File: config.mk
export PLATFORM = sky130hd
export DESIGN_NAME = mmcm_drp_reconfig_ctrl
export DESIGN_NICKNAME = d
export VERILOG_FILES = /design/src/rtl/mmcm_drp_pkg.sv /design/src/rtl/mmcm_drp_rom.sv /design/src/rtl/mmcm_drp_reconfig_ctrl.sv
export SDC_FILE = /design/constraint.sdc
export NUM_CORES = 1
export LEC_CHECK = 0
export ABC_CLOCK_PERIOD_IN_PS = 3400
export BUFFER_PORTS_ARGS = -buffer_cell sky130_fd_sc_hd__buf_4
export CORE_ASPECT_RATIO = 1.1
export CORE_MARGIN = 5
export CORE_UTILIZATION = 35
export DETAILED_ROUTE_END_ITERATION = 10
export GPL_TIMING_DRIVEN = 0
export PLACE_DENSITY = 0.63
export SKIP_LAST_GASP = 1
export SYNTH_ARGS = -nofsm -noshare
export SYNTH_HDL_FRONTEND = slang
export SYNTH_SLANG_ARGS = --single-unit
File: constraint.sdc
create_clock -name sysClk_i -period 3.4 [get_ports sysClk_i]
set_clock_uncertainty 0.1 [all_clocks]
set_input_delay 0.68 -clock sysClk_i [delete_from_list [all_inputs] [get_ports sysClk_i]]
set_output_delay 0.68 -clock sysClk_i [all_outputs]
set_load 0.02 [all_outputs]
File: src/rtl/mmcm_drp_pkg.sv
`default_nettype none
// +--------------------------------------------------------------------------+
// | mmcm_drp_pkg : shared types and clock profiles for the MMCM DRP sequencer |
// | Revision     : 1.0                                                        |
// +--------------------------------------------------------------------------+
package mmcm_drp_pkg;

    typedef enum logic [3:0] {
        ST_IDLE      = 4'd0,
        ST_RST_HOLD  = 4'd1,
        ST_RD_REQ    = 4'd2,
        ST_RD_WAIT   = 4'd3,
        ST_WR_REQ    = 4'd4,
        ST_WR_WAIT   = 4'd5,
        ST_REL       = 4'd6,
        ST_LOCK_WAIT = 4'd7,
        ST_DONE      = 4'd8,
        ST_ERR       = 4'd9
    } state_t;

    typedef enum logic [1:0] {
        ERR_NONE    = 2'd0,
        ERR_BAD_SEL = 2'd1,
        ERR_DRDY_TO = 2'd2,
        ERR_LOCK_TO = 2'd3
    } err_code_t;

    typedef struct packed {
        logic [6:0]  addr;
        logic [15:0] keep_mask;
        logic [15:0] data;
    } drp_entry_t;

    localparam int C_PROFILE_COUNT = 2;
    localparam int C_PROFILE_REGS  = 8;

    function automatic int max3(input int a, input int b, input int c);
        int m;
        m = (a > b) ? a : b;
        return (m > c) ? m : c;
    endfunction

    // VCO = 1000 MHz (FB x10). Profile 0: CLKOUT1 /50, CLKOUT2 /5; profile 1: /40, /10.
    function automatic drp_entry_t profile_entry(input logic [3:0] sel, input logic [4:0] idx);
        drp_entry_t e;
        e = '0;
        case (idx)
            5'd0: e = (sel == 4'd0) ? {7'h0A, 16'h1000, 16'h0659} : {7'h0A, 16'h1000, 16'h0514};
            5'd1: e = {7'h0B, 16'hFC00, 16'h0000};
            5'd2: e = (sel == 4'd0) ? {7'h0C, 16'h1000, 16'h0083} : {7'h0C, 16'h1000, 16'h0145};
            5'd3: e = (sel == 4'd0) ? {7'h0D, 16'hFC00, 16'h0080} : {7'h0D, 16'hFC00, 16'h0000};
            5'd4: e = {7'h14, 16'h1000, 16'h0145};
            5'd5: e = {7'h15, 16'hFC00, 16'h0000};
            5'd6: e = {7'h18, 16'hFC00, 16'h00FA};
            5'd7: e = {7'h4E, 16'h66FF, 16'h0800};
            default: e = '0;
        endcase
        return e;
    endfunction

endpackage
`default_nettype wire

File: src/rtl/mmcm_drp_rom.sv
`default_nettype none
// +--------------------------------------------------------------------------+
// | mmcm_drp_rom : combinational (profile, index) -> DRP entry lookup         |
// | Revision     : 1.0                                                        |
// +--------------------------------------------------------------------------+
module mmcm_drp_rom
    import mmcm_drp_pkg::*;
#(
    parameter int NUM_CFG  = 2,
    parameter int NUM_REGS = 8
) (
    input  logic [3:0] sel,
    input  logic [4:0] idx,
    output drp_entry_t entry
);

    // Slots beyond the stored profiles read as zero so an oversized parameter set stays benign.
    always_comb begin
        entry = '0;
        if (({28'd0, sel} < NUM_CFG) && ({27'd0, idx} < NUM_REGS) &&
            ({28'd0, sel} < C_PROFILE_COUNT) && ({27'd0, idx} < C_PROFILE_REGS)) begin
            entry = profile_entry(sel, idx);
        end
    end

endmodule
`default_nettype wire

File: src/rtl/mmcm_drp_reconfig_ctrl.sv
`default_nettype none
// +--------------------------------------------------------------------------+
// | mmcm_drp_reconfig_ctrl : MMCM reset + DRP read-modify-write reprogrammer  |
// | Revision               : 1.0                                              |
// +--------------------------------------------------------------------------+
module mmcm_drp_reconfig_ctrl
    import mmcm_drp_pkg::*;
#(
    parameter int NUM_CFG      = 2,
    parameter int NUM_REGS     = 8,
    parameter int RST_HOLD     = 16,
    parameter int DRDY_TIMEOUT = 64,
    parameter int LOCK_TIMEOUT = 65535
) (
    input  logic        sysClk_i,
    input  logic        sysRst_i,
    input  logic        cfgReq_i,
    input  logic [3:0]  cfgSel_i,
    output logic        cfgBusy_o,
    output logic        cfgDone_o,
    output logic        cfgErr_o,
    output logic [1:0]  cfgErrCode_o,
    output logic        mmcmRst_o,
    input  logic        mmcmLocked_i,
    output logic        drpDen_o,
    output logic        drpDwe_o,
    output logic [6:0]  drpDaddr_o,
    output logic [15:0] drpDi_o,
    input  logic [15:0] drpDo_i,
    input  logic        drpDrdy_i
);

    localparam int C_CNT_MAX = max3(RST_HOLD, DRDY_TIMEOUT, LOCK_TIMEOUT);
    localparam int C_CNT_W   = $clog2(C_CNT_MAX + 1);

    state_t               r_state;
    state_t               w_next;
    logic [C_CNT_W-1:0]   r_cnt;
    logic [4:0]           r_idx;
    logic [3:0]           r_sel;
    logic [15:0]          r_rdata;
    err_code_t            r_err_code;
    logic                 r_lock_meta;
    logic                 r_lock_sync;
    drp_entry_t           w_entry;
    logic                 w_sel_ok;
    logic                 w_last;
    logic                 w_hold_done;
    logic                 w_drdy_to;
    logic                 w_lock_to;

    assign w_sel_ok    = ({28'd0, cfgSel_i} < NUM_CFG);
    assign w_last      = (r_idx == 5'(NUM_REGS - 1));
    assign w_hold_done = (r_cnt == C_CNT_W'(RST_HOLD - 1));
    assign w_drdy_to   = (r_cnt == C_CNT_W'(DRDY_TIMEOUT - 1));
    assign w_lock_to   = (r_cnt == C_CNT_W'(LOCK_TIMEOUT - 1));

    mmcm_drp_rom #(
        .NUM_CFG  (NUM_CFG),
        .NUM_REGS (NUM_REGS)
    ) u_rom (
        .sel   (r_sel),
        .idx   (r_idx),
        .entry (w_entry)
    );

    always_ff @(posedge sysClk_i) begin
        if (sysRst_i) begin
            r_state <= ST_IDLE;
        end else begin
            r_state <= w_next;
        end
    end

    // DRDY is checked before the timeout so a response on the expiry cycle still wins.
    always_comb begin
        w_next = r_state;
        case (r_state)
            ST_IDLE:      if (cfgReq_i) w_next = w_sel_ok ? ST_RST_HOLD : ST_ERR;
            ST_RST_HOLD:  if (w_hold_done) w_next = ST_RD_REQ;
            ST_RD_REQ:    w_next = ST_RD_WAIT;
            ST_RD_WAIT: begin
                if (drpDrdy_i)      w_next = ST_WR_REQ;
                else if (w_drdy_to) w_next = ST_ERR;
            end
            ST_WR_REQ:    w_next = ST_WR_WAIT;
            ST_WR_WAIT: begin
                if (drpDrdy_i)      w_next = w_last ? ST_REL : ST_RD_REQ;
                else if (w_drdy_to) w_next = ST_ERR;
            end
            ST_REL:       w_next = ST_LOCK_WAIT;
            ST_LOCK_WAIT: begin
                if (r_lock_sync)    w_next = ST_DONE;
                else if (w_lock_to) w_next = ST_ERR;
            end
            ST_DONE:      w_next = ST_IDLE;
            ST_ERR:       w_next = ST_IDLE;
            default:      w_next = ST_IDLE;
        endcase
    end

    always_ff @(posedge sysClk_i) begin
        if (sysRst_i) begin
            r_cnt       <= '0;
            r_idx       <= '0;
            r_sel       <= '0;
            r_rdata     <= '0;
            r_err_code  <= ERR_NONE;
            r_lock_meta <= 1'b0;
            r_lock_sync <= 1'b0;
        end else begin
            r_lock_meta <= mmcmLocked_i;
            r_lock_sync <= r_lock_meta;

            // One counter serves every wait: restarted on each state change, saturating otherwise.
            if (r_state != w_next) begin
                r_cnt <= '0;
            end else if (r_cnt != '1) begin
                r_cnt <= r_cnt + 1'b1;
            end

            if (r_state == ST_IDLE && cfgReq_i && w_sel_ok) begin
                r_sel <= cfgSel_i;
            end

            if (r_state == ST_RST_HOLD) begin
                r_idx <= '0;
            end else if (r_state == ST_WR_WAIT && drpDrdy_i && !w_last) begin
                r_idx <= r_idx + 1'b1;
            end

            if (r_state == ST_RD_WAIT && drpDrdy_i) begin
                r_rdata <= drpDo_i;
            end

            if (r_state == ST_IDLE && cfgReq_i) begin
                r_err_code <= w_sel_ok ? ERR_NONE : ERR_BAD_SEL;
            end else if (w_next == ST_ERR && r_state != ST_ERR) begin
                r_err_code <= (r_state == ST_LOCK_WAIT) ? ERR_LOCK_TO : ERR_DRDY_TO;
            end
        end
    end

    always_comb begin
        cfgBusy_o  = 1'b0;
        cfgDone_o  = 1'b0;
        cfgErr_o   = 1'b0;
        mmcmRst_o  = 1'b0;
        drpDen_o   = 1'b0;
        drpDwe_o   = 1'b0;
        drpDaddr_o = '0;
        drpDi_o    = '0;
        case (r_state)
            ST_RST_HOLD, ST_RD_WAIT, ST_WR_WAIT: begin
                cfgBusy_o = 1'b1;
                mmcmRst_o = 1'b1;
            end
            ST_RD_REQ: begin
                cfgBusy_o  = 1'b1;
                mmcmRst_o  = 1'b1;
                drpDen_o   = 1'b1;
                drpDaddr_o = w_entry.addr;
            end
            ST_WR_REQ: begin
                cfgBusy_o  = 1'b1;
                mmcmRst_o  = 1'b1;
                drpDen_o   = 1'b1;
                drpDwe_o   = 1'b1;
                drpDaddr_o = w_entry.addr;
                drpDi_o    = (r_rdata & w_entry.keep_mask) | (w_entry.data & ~w_entry.keep_mask);
            end
            ST_REL, ST_LOCK_WAIT: cfgBusy_o = 1'b1;
            ST_DONE:              cfgDone_o = 1'b1;
            ST_ERR:               cfgErr_o  = 1'b1;
            default: ;
        endcase
    end

    assign cfgErrCode_o = r_err_code;

endmodule
`default_nettype wire
; Word-level counts from Yosys, hierarchy flattened
; Index checks and enable logic that the tools add are counted.
[totals]
register_bits = 49
input_bits = 25
output_inout_bits = 31
word_cells = 86
[classes]
add_sub_neg = 2
n_lt_le_gt_ge = 3
eq_ne = 23
n_mux = 27
bitwise = 4
n_reduce_logical = 19
[ops]
columns = operator, count
row1 = $pmux 39 s8, 1
row2 = $mux 39, 1
row3 = $and 16x16->16, 2
row4 = $mux 4, 8
row5 = $pmux 4 s8, 1
row6 = $eq 5x3->1 const B, 4
row7 = $add 16x1->16 const B, 1
row8 = $eq 16x16->1 const B, 1
row9 = $eq 16x4->1 const B, 1
row10 = $eq 16x6->1 const B, 1
row11 = $eq 4x3->1 const B, 4
row12 = $mux 16, 1
row13 = $ne 16x16->1 const B, 1
row14 = $not 16->16, 1
row15 = $or 16x16->16, 1
row16 = $eq 4x4->1 const B, 3
row17 = $eq 5x2->1 const B, 2
row18 = $mux 10, 1
row19 = $logic_and 1x1->1, 9
row20 = $mux 9, 1
row21 = $eq 4x2->1 const B, 2
row22 = $logic_not 4->1, 2
row23 = $lt 4x2->1 const B, 2
row24 = $mux 1, 8
row25 = other kinds (16), 19

; Depth between registers and ports, before layout
[logic_depth]
depth_word = 9
ltp_mapped = 8

; Modules after synthesis
; A second synthesis with hierarchy kept.
[hier_totals]
cells_unflattened = 394
hier_area_um2 = 3111.7
[modules_own_cells]
columns = module, instances, cells_per_inst, area_each_um2
row1 = mmcm_drp_reconfig_ctrl, 1, 330, 2737.6
row2 = mmcm_drp_rom, 1, 64, 374.1

; Least setup slack after synthesis
; OpenSTA, ideal clock, no wires.
[synth_timing]
path_type = reg2out
start = reg r_idx[0]
end = out drpDi_o[7]
arrival_ns = 1.906
path_slack_ns = 0.714
path_stages_with_launch = 6
n_path_buf = 2
path_cell_list = dfxtp_1 -> ha_1 -> clkbuf_1 -> clkbuf_1 -> nor2_1 -> nor4_1
[synth_via]
elab_chain_cells = 9
[synth_lines]
columns = element, line
row1 = from (decl), mmcm_drp_reconfig_ctrl.sv:39  ; logic [4:0] r_idx;
row2 = from (signal assigned), mmcm_drp_reconfig_ctrl.sv:129  ; r_idx <= r_idx + 1'b1;
row3 = $lt 5x4->1, "mmcm_drp_rom.sv:20, mmcm_drp_rom.sv:21"
row4 = $logic_and 1x1->1 (2 in series), mmcm_drp_rom.sv:20  ; if (({28'd0, sel} < NUM_CFG) && ({27'd0, idx} < NUM_REGS) &&
row5 = $logic_and 1x1->1, mmcm_drp_rom.sv:21  ; ({28'd0, sel} < C_PROFILE_COUNT) && ({27'd0, idx} < C_PROFILE_REGS)) begin
row6 = $mux 39 (*), mmcm_drp_rom.sv:20
row7 = $not 16->16, mmcm_drp_reconfig_ctrl.sv:170  ; drpDi_o = (r_rdata & w_entry.keep_mask) | (w_entry.data & ~w_entry.keep_mask);
row8 = $and 16x16->16, mmcm_drp_reconfig_ctrl.sv:170
row9 = $or 16x16->16 (*), mmcm_drp_reconfig_ctrl.sv:170
row10 = $mux 16 (*), mmcm_drp_reconfig_ctrl.sv:153  ; case (r_state)
row11 = to (decl), mmcm_drp_reconfig_ctrl.sv:28  ; output logic [15:0] drpDi_o,
; Every way passes the cells marked *; elsewhere a longest branch is shown, timed or not.

; Worst setup path in the final report
[layout_timing]
start = reg r_idx[0]
end = out drpDi_o[13]
; Same word-level chain as after synthesis.

==> flow_metrics.py <==
metrics = {
    "run_status": {
        "outcome": "finished, final reports clean",
    },
    "yosys": {
        "synth_top_family_by_area": "simple AND/OR/NAND/NOR gates",
        "synth_flop_cell": "dfxtp_1",
        "yosys-top-cells-count": "nor2_1, dfxtp_1, nand2_1",
        "syn_inst": 343,
        "synth_nets": 374,
        "ys_ff_latch": 48,
        "yosysWarnings": 0,
        "synthArstFlopShare_pct": 0,
        "synth_compound_area_share_pct": 13.99,
        "ys_seq_area_share_pct": 34.01,
        "syn_area_per_cell_um2": 8.237,
        "yosysMostFrequentCell": "nor2_1",
        "yosys.cell_types.count": 61,
        "synth_edf_count": 0,
        "yosysTopAreaCellShare_pct": 34.01,
        "synth_top_area_cell": "dfxtp_1",
        "synth.area.top_cells": "dfxtp_1, nor2_1, mux2i_1",
        "synth-xor-area-share_pct": 5.270,
        "synthMuxAreaShare_pct": 6.377,
        "synth_adder_area_share_pct": 2.657,
        "synthSimpleGateAreaFrac_pct": 32.42,
        "syn_area_mm2": 0.002825,
    },
    "routing": {
        "post-route-drc-count": 0,
        "post_drt_via_cell_ratio": 5.159,
        "antenna_left": 0,
        "dr.pass1.iters": 4,
        "drt_iter0_drc": 106,
        "vias": 2636,
        "wl_mm": 7.462,
        "detail_route.wl_per_cell_um": 14.60,
    },
    "sta": {
        "tns_ns": 0,
        "fin_crit_ns": 3.138,
        "maxSlewViolCount": 0,
        "finalCritPeriodShare_pct": 92.29,
        "setup_viol": 0,
        "hold_violations": 0,
        "setup_ws_ns": 0.2622,
        "slew_headroom_pct": 35.11,
        "hold_slack_ns": 0.3532,
        "tightest_slew_ns": 0.9645,
        "fmax_ghz": 0.3187,
        "grt_setup_unrepaired": "false",
    },
    "critical_path": {
        "end_kind": "output pin",
        "path_max_fanout": 7,
        "timing.rr.start": "r_cnt[0]$_SDFFE_PP0P_",
        "reg2reg_depth": 7,
        "critPathMaxStageDelay_ns": 0.45,
        "r2r_slack_ns": 0.88,
        "critPathMostFrequentCell": "nor2_1",
        "path_cells": "inv_1, ha_1, or3_1, nor2_1, nor2_1, and3_1, and2_1, buf_4",
        "start_kind": "flip-flop",
        "crit_slowest_cell": "dfxtp_1",
        "cp.required_ns": 2.62,
        "worst_ep_arrival_time_ns": 2.36,
        "cp_top_family": "simple AND/OR/NAND/NOR gates",
        "critPathBufInv": 2,
        "reg2reg_to": "r_cnt[7]$_SDFFE_PP0P_",
        "path_class": "flip-flop to output pin",
    },
    "clock_tree": {
        "ctsLongestPathBuffers": 2,
        "postCtsHoldBufs": 0,
        "clk_latency_ns": 0.30,
        "post_cts_buffers": 0,
        "cts-root-buf": "clkbuf_8",
        "cts_buffers": 5,
        "clkTransAtPathRegs_ns": 0.09,
        "post_cts_resized": 0,
        "clock-sinks": 48,
        "htreeDepth": 2,
        "cts_tree": "yes",
    },
    "placed_design": {
        "pre_cts_slack_ns": 0.6301,
        "io_buffers": 52,
        "place_hpwl_mm": 5.766,
        "gp_congestion": 0.8575,
    },
    "global_routing": {
        "grt_start_max_net_pins": 15,
        "grt.total_usage_pct": 15.75,
        "grt_pass1_vias": 2641,
        "grt_pass1_wl_mm": 12.66,
        "antenna_found_initial": 0,
        "grt_overflow": 0,
        "busiest_layer": "met2",
        "use_met2_pct": 26.78,
        "met3_usage_pct": 3.329,
        "grt_use_met1_pct": 19.83,
    },
    "layout": {
        "areaGrowthSynthToFinish_pct": 21.92,
        "regArea_um2": 960.9,
        "finalNetCount": 433,
        "final_util_pct": 43.53,
        "diodes": 0,
        "n_fill_cell": 856,
        "multi_input_area_mm2": 0.001719,
        "drive_above_1_share_pct": 20.84,
    },
    "die": {
        "rows": 34,
        "core_area_mm2": 0.007913,
        "start_util_pct": 35.71,
        "num_io_pins": 56,
        "die_y_um": 104.2,
        "die_area_mm2": 0.009971,
        "dieWidth_um": 95.67,
    },
    "power_and_ir_drop": {
        "ir_worst_vdd_mv": 0.1633,
        "cellPowerDensity_mw_per_mm2": 400.1,
        "leakagePower_nw": 1.317,
    },
    "hold_path": {
        "whs_endpoint": "r_lock_sync$_SDFF_PP0_",
        "worstHoldStart": "r_lock_meta$_SDFF_PP0_",
        "whs_path_depth": 1,
        "hold_path.class": "flip-flop to flip-flop",
    },
    "flow_run": {
        "maxCapViolCount": 0,
    },
}
## routing by layer
| layer | part of all wire (%) | wire length [um] |
|---|---|---|
| met1 | 45 | 3367 |
| met2 | 51 | 3786 |
| met3 | 3.4 | 251 |
| met4 | 0.78 | 58 |
| met5 | 0 | 0 |
## registers in the layout, indices dropped and copies added, names as in the netlist
signal        count
r_idx             5
r_lock_sync       1
r_rdata          15
r_lock_meta       1
r_cnt            16
r_sel             4
r_state           4
cfgErrCode_o      2
## power by group
part | switching (mW) | internal [mW]
sequential | 0.0144 | 0.579
clock | 0.196 | 0.166
combinational | 0.250 | 0.173
## cells in the final DEF, fill, tap and decap left out, drive strengths merged, types with 7 or more instances in the layout
master,synthesis,routed
nor3,25,25
nand4,7,7
nor4,7,7
mux2i,18,18
clkbuf,7,14
xnor2,13,13
a211oi,7,7
nor2,59,59
and2,10,10
dfxtp,48,48
inv,10,10
nand2,29,29
a21oi,12,12
buf,9,61
## how the worst max path moves through the flow
stage               cells past startpoint  slack, ns           to                  start
floorplan                               5       0.71   drpDi_o[7]  r_idx[0]$_SDFFE_PP0P_
global placement                        8       0.66  drpDi_o[13]  r_idx[0]$_SDFFE_PP0P_
CTS                                     8       0.28  drpDi_o[13]  r_idx[0]$_SDFFE_PP0P_
global route                            8       0.07  drpDi_o[13]  r_idx[0]$_SDFFE_PP0P_
finish                                  8       0.26  drpDi_o[13]  r_idx[0]$_SDFFE_PP0P_
detailed placement                      8       0.63  drpDi_o[13]  r_idx[0]$_SDFFE_PP0P_
## per-stage QoR
step	total power [mW]	area, um^2	std cells
after floorplan	0.8885	2825	343
after global placement	1.030	3351	503
after detailed placement	1.030	3351	503
after CTS	1.389	3445	511
after global routing	1.449	3445	511
final	1.378	3445	511
## final cells by class
class	count	share of cell area, %
Clock inverter	1	0.2179
Sequential cell	48	27.90
Tap cell	108	3.923
Timing Repair Buffer	52	11.33
Multi-Input combinational cell	269	49.91
Inverter	10	1.090
Clock buffer	7	2.506
Buffer	16	3.124
## cells by family after synthesis
logic type / Yosys count
other: 1
AO/OA/AOI/OAI: 49
buffers and inverters: 26
adder cells (fa/ha/maj): 6
XOR/XNOR: 17
multiplexers: 18
AND/OR/NAND/NOR: 178
flip-flops: 48
No activity file was read; power rests on OpenSTA's default activity.
